**config.mk**
```make
export PLATFORM = sky130hd
export DESIGN_NAME = paramfifo
export DESIGN_NICKNAME = d
export VERILOG_FILES = /design/src/rtl/paramfifo_pkg.sv /design/src/rtl/paramfifo_ram.sv /design/src/rtl/paramfifo.sv
export SDC_FILE = /design/constraint.sdc
export NUM_CORES = 1
export LEC_CHECK = 0
export ABC_AREA = 0
export BUFFER_PORTS_ARGS = -buffer_cell sky130_fd_sc_hd__buf_4
export CAP_MARGIN = 20
export CELL_PAD_IN_SITES_DETAIL_PLACEMENT = 1
export CELL_PAD_IN_SITES_GLOBAL_PLACEMENT = 1
export CORE_MARGIN = 2
export CORE_UTILIZATION = 57
export CTS_BUF_LIST = sky130_fd_sc_hd__clkbuf_4
export CTS_CLUSTER_DIAMETER = 30
export DETAILED_ROUTE_END_ITERATION = 8
export MAX_ROUTING_LAYER = met4
export PLACE_DENSITY = 0.79
export SETUP_SLACK_MARGIN = 0.5
export SLEW_MARGIN = 20
export SYNTH_ARGS = -nofsm -noshare
export SYNTH_HDL_FRONTEND = slang
export SYNTH_SLANG_ARGS = --single-unit
```
**constraint.sdc**
```tcl
create_clock -name clk -period 4.15 [get_ports clk]
set_input_delay 0.83 -clock clk [delete_from_list [all_inputs] [get_ports clk]]
set_output_delay 0.83 -clock clk [all_outputs]
set_load 0.02 [all_outputs]
```
**src/rtl/paramfifo_pkg.sv**
```systemverilog
// Shared FIFO definitions: pointer/count width helpers and depth derivation.
// Kept separate so the planned async FIFO variants can reuse the same sizing rules.
// FIFO_PTR_W(d) / FIFO_CNT_W(d) give pointer and occupancy widths for an entry count d.
`ifndef FIFO_DEFS_VH
`define FIFO_DEFS_VH
`define FIFO_PTR_W(d) ($clog2(d))
`define FIFO_CNT_W(d) ($clog2(d) + 1)
`endif

package paramfifo_pkg;

    // Entry count from its log2; the FIFO only supports power-of-two depths.
    function automatic int fifo_depth(input int depth_log2);
        return 1 << depth_log2;
    endfunction

    // Pointer width for a given entry count.
    function automatic int fifo_ptr_w(input int depth);
        return `FIFO_PTR_W(depth);
    endfunction

    // Occupancy/space counter width; one extra bit so the value DEPTH fits.
    function automatic int fifo_cnt_w(input int depth);
        return `FIFO_CNT_W(depth);
    endfunction

endpackage

```
**src/rtl/paramfifo_ram.sv**
```systemverilog
// Storage array for paramfifo: WIDTH x DEPTH, one synchronous write port, one async read port.
// Latency: write visible on rdata the cycle after the write edge; read is combinational.
// Backpressure: none; the caller qualifies we.
module paramfifo_ram #(
    parameter int WIDTH  = 32,
    parameter int ADDR_W = 4
) (
    input  logic              clk,
    input  logic              we,
    input  logic [ADDR_W-1:0] waddr,
    input  logic [WIDTH-1:0]  wdata,
    input  logic [ADDR_W-1:0] raddr,
    output logic [WIDTH-1:0]  rdata
);

    logic [WIDTH-1:0] mem [0:(1 << ADDR_W)-1];

    // Storage is deliberately not reset so it maps onto distributed RAM / SRLs.
    always_ff @(posedge clk) begin
        if (we) begin
            mem[waddr] <= wdata;
        end
    end

    assign rdata = mem[raddr];

endmodule

```
**src/rtl/paramfifo.sv**
```systemverilog
// Parametrised synchronous FWFT FIFO, DEPTH = 2^DEPTH_LOG2 entries of WIDTH bits.
// Latency: a write is visible on dataout (empty=0) one cycle after the write edge.
// Backpressure: full/empty gate write/read; illegal ops are dropped. Sticky overflow/underflow with PARAMFIFO_ERR_FLAGS_EN.
module paramfifo
    import paramfifo_pkg::*;
#(
    parameter int WIDTH      = 32,
    parameter int DEPTH_LOG2 = 4
) (
    input  logic                  clk,
    input  logic                  rst,
    input  logic [WIDTH-1:0]      datain,
    input  logic                  write,
    output logic [WIDTH-1:0]      dataout,
    input  logic                  read,
    input  logic                  clear,
    output logic                  full,
    output logic                  empty,
    output logic [DEPTH_LOG2:0]   space,
    output logic [DEPTH_LOG2:0]   occupied,
    output logic                  overflow,
    output logic                  underflow
);

    localparam int DEPTH = fifo_depth(DEPTH_LOG2);
    localparam int PTR_W = fifo_ptr_w(DEPTH);
    localparam int CNT_W = fifo_cnt_w(DEPTH);
    localparam logic [CNT_W-1:0] CNT_DEPTH = CNT_W'(DEPTH);

    logic [PTR_W-1:0] wr_ptr, rd_ptr;
    logic             rd_ok, wr_ok, ram_we;
    logic [CNT_W-1:0] occ_nxt, spc_nxt;

    // A pop frees a slot in the same cycle, so a full FIFO can accept a write alongside a read.
    assign rd_ok  = read & ~empty;
    assign wr_ok  = write & (~full | rd_ok);
    assign ram_we = wr_ok & ~clear;

    paramfifo_ram #(
        .WIDTH  (WIDTH),
        .ADDR_W (PTR_W)
    ) u_ram (
        .clk   (clk),
        .we    (ram_we),
        .waddr (wr_ptr),
        .wdata (datain),
        .raddr (rd_ptr),
        .rdata (dataout)
    );

    // Next occupancy/space; unchanged when both or neither strobe is qualified.
    always_comb begin
        occ_nxt = occupied;
        spc_nxt = space;
        if (wr_ok && !rd_ok) begin
            occ_nxt = occupied + 1'b1;
            spc_nxt = space - 1'b1;
        end else if (rd_ok && !wr_ok) begin
            occ_nxt = occupied - 1'b1;
            spc_nxt = space + 1'b1;
        end
    end

    // Pointers, counters and flags; clear overrides any read/write in the same cycle.
    always_ff @(posedge clk or negedge rst) begin
        if (!rst) begin
            wr_ptr   <= '0;
            rd_ptr   <= '0;
            occupied <= '0;
            space    <= CNT_DEPTH;
            full     <= 1'b0;
            empty    <= 1'b1;
        end else if (clear) begin
            wr_ptr   <= '0;
            rd_ptr   <= '0;
            occupied <= '0;
            space    <= CNT_DEPTH;
            full     <= 1'b0;
            empty    <= 1'b1;
        end else begin
            if (wr_ok) begin
                wr_ptr <= wr_ptr + 1'b1;
            end
            if (rd_ok) begin
                rd_ptr <= rd_ptr + 1'b1;
            end
            occupied <= occ_nxt;
            space    <= spc_nxt;
            full     <= (occ_nxt == CNT_DEPTH);
            empty    <= (occ_nxt == '0);
        end
    end

`ifdef PARAMFIFO_ERR_FLAGS_EN
    logic ovf_q, unf_q;

    // Sticky error flags: a dropped write or dropped read latches until clear or reset.
    always_ff @(posedge clk or negedge rst) begin
        if (!rst) begin
            ovf_q <= 1'b0;
            unf_q <= 1'b0;
        end else if (clear) begin
            ovf_q <= 1'b0;
            unf_q <= 1'b0;
        end else begin
            if (write && !wr_ok) begin
                ovf_q <= 1'b1;
            end
            if (read && !rd_ok) begin
                unf_q <= 1'b1;
            end
        end
    end

    assign overflow  = ovf_q;
    assign underflow = unf_q;
`else
    assign overflow  = 1'b0;
    assign underflow = 1'b0;
`endif

endmodule

```
**After elaboration in Yosys (flattened, before gate mapping)**

Memory sizes are Yosys's and may differ from the RTL's.
Index checks and enable logic that the tools add are counted.

- Bitwise logic cells: 7
- Reduce and logical (&&, ||, !) cells: 8
- Equal/unequal tests: 1
- Add/sub/neg operators: 6
- Mux-type cells: 14

Operator list:

| cell | number |
|---|---|
| 5-bit 2-to-1 mux | 6 |
| 4-bit 2-to-1 mux | 4 |
| 5-bit by 1-bit adder with 5-bit output, second input constant | 2 |
| 5-bit by 1-bit subtractor with 5-bit output, second input constant | 2 |
| 4-bit by 1-bit adder with 4-bit output, second input constant | 2 |
| 5-bit equality test, second input constant | 1 |
| 5-bit logical NOT | 1 |
| 1-bit 2-to-1 mux | 4 |
| 2-bit nonzero test | 2 |
| 1-bit AND | 3 |
| 1-bit NOT | 3 |
| 3-bit nonzero test | 1 |
| 1-bit logical AND | 2 |
| 1-bit logical NOT | 2 |
| 1-bit OR | 1 |

- Bits in registers: 20
- Output and inout bits: 46
- Logic and storage cells: 43
- Memory bits (writable): 512
- Bits of input ports: 37
- Memories: 1

Memories:

| memory | words | width | rd ports | clocked after memory_dff | write ports | line | source |
|---|---|---|---|---|---|---|---|
| u_ram.mem | 16 | 32 | 1 | 0 | 1 | paramfifo_ram.sv:16 | `logic [WIDTH-1:0] mem [0:(1 << ADDR_W)-1];` |

**Depth between registers and ports, before layout**

Gate-level depths: netlist of run 1.

- Depth after elaboration: 10
- Gate-level depth with buffers: 10
- Gate-level depth less buffers: 9

**Hierarchy**

Synthesis of run 1 repeated with hierarchy kept, for this count alone.

- Cells, all modules: 927
- Area, all modules: 20,423.3 um^2

Modules (own cells, without submodules):

| module | instances | area an instance (um^2) | seq. area each (um^2) | cells each |
|---|---|---|---|---|
| paramfifo_ram | 1 | 19,213.4 | 15,374.7 | 806 |
| paramfifo | 1 | 1,209.9 | 503.0 | 121 |

**Worst setup path before layout of run 1**

OpenSTA, ideal clock, no wires.

- Path type: input to register
- Start point: input port read
- End point: memory u_ram.mem[15][0] (enable)
- Arrival: 3,067 ps
- Cell stages on the path: 5
- Library setup time: 421 ps
- Path slack: 662 ps
- Data required time: 3,729 ps
- Path through: nand2b_1 > clkbuf_1 > a21boi_1 > nand2_1 > nor2_1

- Cells in the longest elaborated chain, start to end: 6

RTL lines:

| what | line | source |
|---|---|---|
| start: declaration | paramfifo.sv:15 | `input logic read,` |
| 1-bit AND | paramfifo.sv:35 | `assign rd_ok = read & ~empty;` |
| 1-bit OR | paramfifo.sv:36 | `assign wr_ok = write & (~full \| rd_ok);` |
| 1-bit AND | paramfifo.sv:36 |  |
| 1-bit AND | paramfifo.sv:37 | `assign ram_we = wr_ok & ~clear;` |
| 1-bit 2-to-1 mux | paramfifo_ram.sv:20 | `if (we) begin` |
| 1-bit 2-to-1 mux (not written as such) | paramfifo_ram.sv:21 | `mem[waddr] <= wdata;` |
| end: declaration | paramfifo_ram.sv:16 |  |

Every way passes these cells.

**Worst setup path in the final report of run 1**

- Start point: register rd_ptr[0]
- End point: output port dataout[2]

- Cells in the longest elaborated chain, start to end: 1

RTL lines:

| what | line | source |
|---|---|---|
| start: declaration | paramfifo.sv:30 | `logic [PTR_W-1:0] wr_ptr, rd_ptr;` |
| start signal: assignment | paramfifo.sv:85 | `rd_ptr <= rd_ptr + 1'b1;` |
| memory read 16 x 32 bit | - |  |
| end: declaration | paramfifo.sv:14 | `output logic [WIDTH-1:0] dataout,` |

Every way passes these cells.

==> metrics.md, run 1 <==
| Metric | Value |
|---|---|
| Synth Warn # | 0 |
| Critical Path End Type | output port |
| Setup violators final | 0 |
| Met2 Usage GRT | 43.9% |
| Clock Tree Root | clkbuf_4 |
| Fin cells | 1643 |
| Met1 GRT Util | 39.4% |
| CTS Sinks | 532 |
| Worst slew margin relative to its limit | 26.0% |
| Final setup TNS | 0 ns |
| Vias | 10500 |
| Pre-CTS setup slack | 0.748 ns |
| Height of the die | 194 µm |
| Post-synth top area cell | edfxtp_1 |
| Crit start category | register |
| Status | finished clean |
| Initial Util | 57.7% |
| Crit path DAT | 2.98 ns |
| Hold path cells | 1 |
| Tightest hold margin | 0.319 ns |
| Nets@finish | 1135 |
| Slew Limit Fails | 0 |
| Wirelength per Cell | 31.4 µm |
| PortBufs | 80 |
| Synth cell count leaders | edfxtp_1 (512), mux4_2 (160), nor2_1 (36) |
| Post-DRT Antenna Nets | 0 |
| Vias in the first global route | 11400 |
| Power, Total | 12.5 mW |
| Count leader, synth | edfxtp_1 |
| Pwr/cell area | 516 nW/µm² |
| IO Count | 83 |
| VDD IR max | 448 µV |
| R2R depth | 5 |
| Final Hold Fails | 0 |
| M3 GR Usage | 7.58% |
| Unrepaired setup endpoints after global routing | yes |
| CTS Buf Count | 139 |
| DR iter-0 viols | 1099 |
| # rows | 69 |
| Synth top area share | 75.1% |
| Fraction of layout cells with a size suffix above 1 | 44.4% |
| Gpl congestion | 0.774 |
| Ranking of synthesized cells by area | edfxtp_1 (75%), mux4_2 (18%), dfrtp_1 (2.2%), nor2_1 (0.66%), buf_6 (0.61%) |
| Antenna violations before repair | 2 |
| Routed WL | 51700 µm |
| Worst hold path type | in -> reg |
| Total gr overflow | 0 |
| Worst-Margin Slew | 1.11 ns |
| Placeable Area | 35500 µm² |
| Final setup margin | 0.340 ns |
| Die width | 194 µm |
| Worst setup path class | reg -> out |
| DRC | 0 |
| Synth unique cells | 43 |
| Sequential fraction of the synthesis area | 77.6% |
| Max Fclk | 262 MHz |
| Crit path required time | 3.32 ns |
| Die ar. | 37500 µm² |
| Pin count of the biggest net entering global routing | 35 |
| Async set or reset register ratio after synthesis | 3.76% |
| Period utilization | 91.8% |
| Post-DP HPWL | 26700 µm |
| Post-synth EDFFs | 512 |
| GRT Max-Usage Layer | met2 |
| GRT Total Usage | 29.3% |
| #FFs+latches synth | 532 |
| Clk buf depth | 3 |
| Leakage | 7.85 nW |
| CTS HTree Levels | 4 |
| Vias per cell | 6.36 |
| CTS tree | yes |
| Post-place instance area | 22000 µm² |
| Total of max-cap violations | 0 |
| DRT Pass-1 Iters | 5 |
| Syn-to-layout area delta | 18.4% |
| Clock latency on the worst-skew pair | 0.81 ns |
| Commonest register cell after synthesis | edfxtp_1 |
| Worst-path clk slew | 0.07 ns |
| Final core occ | 68.3% |
| Finished Cell Area | 24200 µm² |
| Max FO, Critical Path | 14 |
| Min Tclk post-route | 3.81 ns |
| Placed cells | 1388 |
| Post-synthesis cell area | 20500 µm² |
| First-pass GRT wire length | 75500 µm |
| Clk_skew | 0.0472 ns |
| Post-Synthesis Cells | 856 |
| Syn_area_per_cell | 23.9 µm² |
[layer usage]
layer | vias to the layer above | wire, µm
met4 | 0 | 1350
met2 | 664 | 25700
met5 | - | 0
met1 | 5489 | 19900
li1 | 4191 | -
met3 | 108 | 4730
[placed cells by master (no fill, tap or decap), types with 3 or more instances in the layout]
cell type  netlist  final
edfxtp_1       512    512
nor3_1           3      3
inv_2            1      8
buf_6           11     22
bufinv_16        0      5
o21ai_0          4      4
mux4_2         160    160
dfrtp_1         18     14
or3_1            3      3
nand2_1         12     12
clkinv_2         0      8
buf_12           0     15
clkbuf_4         0    186
a21oi_1          6      6
xnor2_1          6      6
clkbuf_16        0      4
nand2b_1         3      3
buf_16           0     12
buf_4            2     77
nor2_1          36     20
nor2_4           0     16
xor2_1           7      7
ha_1             9      9
clkinv_1         0     26
inv_1            4      4
[path summary, 6_finish.rpt]
path	startpoint	to	slack, ns
max reg2reg	empty	u_ram.mem[7][21]	1.01
min in group asynchronous	rst	rd_ptr[0]	0.44
min reg2reg	space[4]	space[4]	0.60
min	datain[26]	u_ram.mem[2][26]	0.32
max in group asynchronous	rst	empty	3.42
max	rd_ptr[0]	dataout[2]	0.34
[logic make-up (layout without fill, tap and decap cells)]
logic type	count (synthesis)	count (layout)	share of synthesized area (%)
simple gates	70	70	1.59
other cells	1	4	0.0183
compound gates	23	23	0.752
xor+xnor	13	13	0.556
buf+inv	47	370	1.33
fa+ha+maj	9	9	0.550
flops	532	532	77.6
mux	161	161	17.6
[where the power goes]
part           internal (mW)  total (mW)  switching (mW)
Combinational          0.950        1.86           0.914
Sequential              5.97        6.05          0.0800
Clock                   2.39        4.58            2.19
Total                   9.31        12.5            3.18
[final cells by class]
| class | instances | area, µm² |
|---|---|---|
| Clock inverter | 46 | 314 |
| Fill cell | 2805 | 11200 |
| Clock buffer | 186 | 1400 |
| Sequential cell | 532 | 15900 |
| Multi-Input combinational cell | 278 | 4450 |
| Inverter | 5 | 18.8 |
| Tap cell | 461 | 577 |
| Timing Repair Buffer | 133 | 1600 |
| Antenna cell | 2 | 5.00 |
[timing repair]
action	in CTS	in global routing
hold buffers	1	0
cloned	8	4
endpoints found under the hold margin	18	0
pin swaps	0	0
resized for setup	23	19
endpoints found under the setup margin	32	32
setup buffers	8	0
[flip-flops by register name (all words and copies together) (netlist names)]
name       cells
u_ram.mem    512
occupied       5
space          5
rd_ptr         4
wr_ptr         4
empty          1
full           1
[worst max-delay path: stages (launching register included)]
cell,delay [ns]
dfrtp_4,0.47
buf_12,0.20
buf_16,0.19
mux4_2,0.57
mux4_2,0.53
buf_4,0.19
Note: power is estimated with default switching activity, not from simulation.
==> run 2: changes to the inputs <==
--- a/config.mk
+++ b/config.mk
@@ -16,7 +16,7 @@
 export CTS_CLUSTER_DIAMETER = 30
 export DETAILED_ROUTE_END_ITERATION = 8
 export MAX_ROUTING_LAYER = met4
-export PLACE_DENSITY = 0.79
+export PLACE_DENSITY_LB_ADDON = 0.1
 export SETUP_SLACK_MARGIN = 0.5
 export SLEW_MARGIN = 20
 export SYNTH_ARGS = -nofsm -noshare
==> run 2 against run 1 <==
Count of clock-buffer cells in the layout down 8. First-iteration DRC count down 8.6%. Clock power down 2%. Cell count up 0.97%. Sequential power about the same. Utilization about the same. Design area about the same. Sequential cell count unchanged. Maximum frequency up 1.6%. Sequential share of layout area about the same. Combinational power about the same.
==> metrics.md, run 2 (synthesis gave the netlist of run 1 again) <==
| Metric | Value |
|---|---|
| Tightest hold margin | 0.316 ns (-0.00303 ns) |
| Commonest non-fill, non-tap cell in the layout | edfxtp_1 |
| Placeable Area | 35500 µm² (unchanged) |
| Multi-input logic area | 4450 µm² (unchanged) |
| Max Fclk | 267 MHz (+1.6%) |
| CTS Sinks | 532 (unchanged) |
| Top flop regs | u_ram.mem (512), occupied (5), space (5) |
| DR iter-0 viols | 1005 (-8.6%) |
| Syn-to-layout area delta | 18.4% (about the same) |
| Total gr overflow | 0 (unchanged) |
| Max FO, Critical Path | 12 (-2) |
| Antenna violations before repair | 1 (-1) |
| Most frequent cells in the layout | edfxtp_1 (512), clkbuf_4 (178), mux4_2 (160) |
| VDD IR max | 328 µV (-27%) |
| Vias | 10300 (-1.3%) |
| Height of the die | 194 µm (unchanged) |
| Power, Total | 12.4 mW (-1.2%) |
| Crit path DAT | 2.92 ns (-0.06 ns) |
| Sequential share of power | 48.9% (+0.5 points) |
| Worst setup path class | reg -> out |
| Most flop-heavy register | u_ram.mem |
| Setup violators final | 0 (unchanged) |
| Crit path required time | 3.32 ns (about the same) |
| Slowest CP cell | mux4_2 |
| Clock latency on the worst-skew pair | 0.82 ns (about the same) |
| First-pass GRT wire length | 75000 µm (-0.66%) |
| Hold path start | datain[3] |
| CTS HTree Levels | 4 (unchanged) |
| Clock Tree Root | clkbuf_4 |
| FF-to-FF Start | empty |
| Filler Cells Inserted | 2794 (-0.39%) |
| Initial Util | 57.7% (unchanged) |
| Sw frac | 24.8% (-0.70 points) |
| CP peak stage delay | 0.51 ns (-0.06 ns) |
| Die width | 194 µm (unchanged) |
| Worst slew margin relative to its limit | 51.2% (+25 points) |
| Leakage | 7.90 nW (+0.59%) |
| Die ar. | 37500 µm² (unchanged) |
| Nets@finish | 1151 (+1.4%) |
| Final setup TNS | 0 ns (unchanged) |
| CTS tree | yes |
| Clk_skew | 0.0466 ns (-0.000575 ns) |
| Pwr/cell area | 510 nW/µm² (-1.2%) |
| Worst-Margin Slew | 0.731 ns (-0.379 ns) |
| Switch Pwr | 3.06 mW (-3.9%) |
| Wirelength per Cell | 30.5 µm (-2.9%) |
| Final Hold Fails | 0 (unchanged) |
| CTS Buf Count | 138 (-0.72%) |
| Status | finished clean |
| Post-DRT Antenna Nets | 0 (unchanged) |
| DRC | 0 (unchanged) |
| Register area | 15900 µm² (unchanged) |
| GRT Total Usage | 29.0% (-0.31 points) |
| # rows | 69 (unchanged) |
| Slew Limit Fails | 0 (unchanged) |
| Vias in the first global route | 11500 (+1.1%) |
| Max FFs per register | 512 (unchanged) |
| Worst-path clk slew | 0.08 ns (about the same) |
| Vias per cell | 6.22 (-2.3%) |
| Total of max-cap violations | 0 (unchanged) |
| Worst setup startpoint | rd_ptr[0] |
| PortBufs | 80 (unchanged) |
| Worst hold path type | in -> reg |
| Post-DP HPWL | 27400 µm (+2.7%) |
| Crit start category | register |
| Period utilization | 90.4% (-1.4 points) |
| Pin count of the biggest net entering global routing | 28 (-20%) |
| Fraction of layout cells with a size suffix above 1 | 44.8% (+0.37 points) |
| Min Tclk post-route | 3.75 ns (-0.0582 ns) |
| Clk buf depth | 3 (unchanged) |
| Routed WL | 50600 µm (-2.0%) |
| Pint | 9.29 mW (-0.24%) |
| DRT Pass-1 Iters | 5 (unchanged) |
| Gpl congestion | 0.789 (+1.9%) |
| Critical Path End Type | output port |
| IO Count | 83 (unchanged) |
| Comb pwr share | 14.8% (about the same) |
| CP cell instances | buf_12, buf_4, clkbuf_16, mux4_2, mux4_2, buf_4 |
| Unrepaired setup endpoints after global routing | yes |
| Clock power frac | 36.3% (-0.4 points) |
[run 2: cell count changes in the layout (fill, tap and decap cells not counted), sizes merged]
| cell | change |
|---|---|
| buf | +17 |
| bufbuf | +2 |
| bufinv | +1 |
| clkbuf | -10 |
| clkinv | +4 |
| clkinvlp | +1 |
| diode | -1 |
| inv | +2 |
[run 2: final timing paths]
| check | slack [ns] | to | cells past startpoint |
|---|---|---|---|
| setup / recovery | 0.40 | dataout[15] | 6 |
| hold / removal | 0.32 | u_ram.mem[2][3] | 1 |
| setup reg to reg | 1.18 | u_ram.mem[12][17] | 5 |
| hold reg to reg | 0.58 | space[4] | 2 |
| max in group asynchronous | 3.39 | empty | 2 |
| min in group asynchronous | 0.45 | wr_ptr[0] | 2 |
[run 2: final cells by class]
class | instances | share of cell area (%)
Antenna cell | 1 | 0.0103
Tap cell | 461 | 2.38
Sequential cell | 532 | 65.5
Multi-Input combinational cell | 278 | 18.3
Inverter | 5 | 0.0774
Clock buffer | 178 | 5.51
Clock inverter | 54 | 1.55
Timing Repair Buffer | 150 | 6.57
[run 2: power groups by stage]
stage	clock network [mW]	logic (mW)	registers, mW
detailed placement	0	1.50	6.18
floorplan	0	1.01	6.18
finish	4.48	1.83	6.04
global placement	0	1.44	6.17
CTS	4.56	1.79	6.04
global route	4.84	1.94	6.05
[run 2: through the flow]
stage | instances | area (µm²) | utilization, % | setup WS, ns
5_1_grt | 1659 | 24200 | 68.3 | 0.307
4_1_cts | 1653 | 24200 | 68.1 | 0.315
3_3_place_gp | 1400 | 22000 | 62.0 | 0.898
6_report | 1659 | 24200 | 68.3 | 0.398
2_1_floorplan | 857 | 20500 | - | 0.662
3_5_place_dp | 1400 | 22000 | 62.0 | 0.760
[run 2: what timing repair did]
action,in CTS,in global routing
gates resized for setup,12,1
gates cloned,9,2
buffers inserted,11,3
endpoints found under the setup margin,32,32
hold buffers,1,0
endpoints found under the hold margin,18,0
[run 2: critical path, delay by kind of cell (launching register included)]
kind | cells | cell delay [ns]
multiplexers | 2 | 0.98
flip-flops | 1 | 0.42
buffers and inverters | 4 | 0.71
[run 2: routing by layer]
layer	GRT usage (%)	up-vias	wire (µm)
li1	-	4234	-
met5	-	-	0
met3	6.45	96	3660
met2	44.4	493	25400
met1	38.4	5491	20300
met4	11.7	0	1280
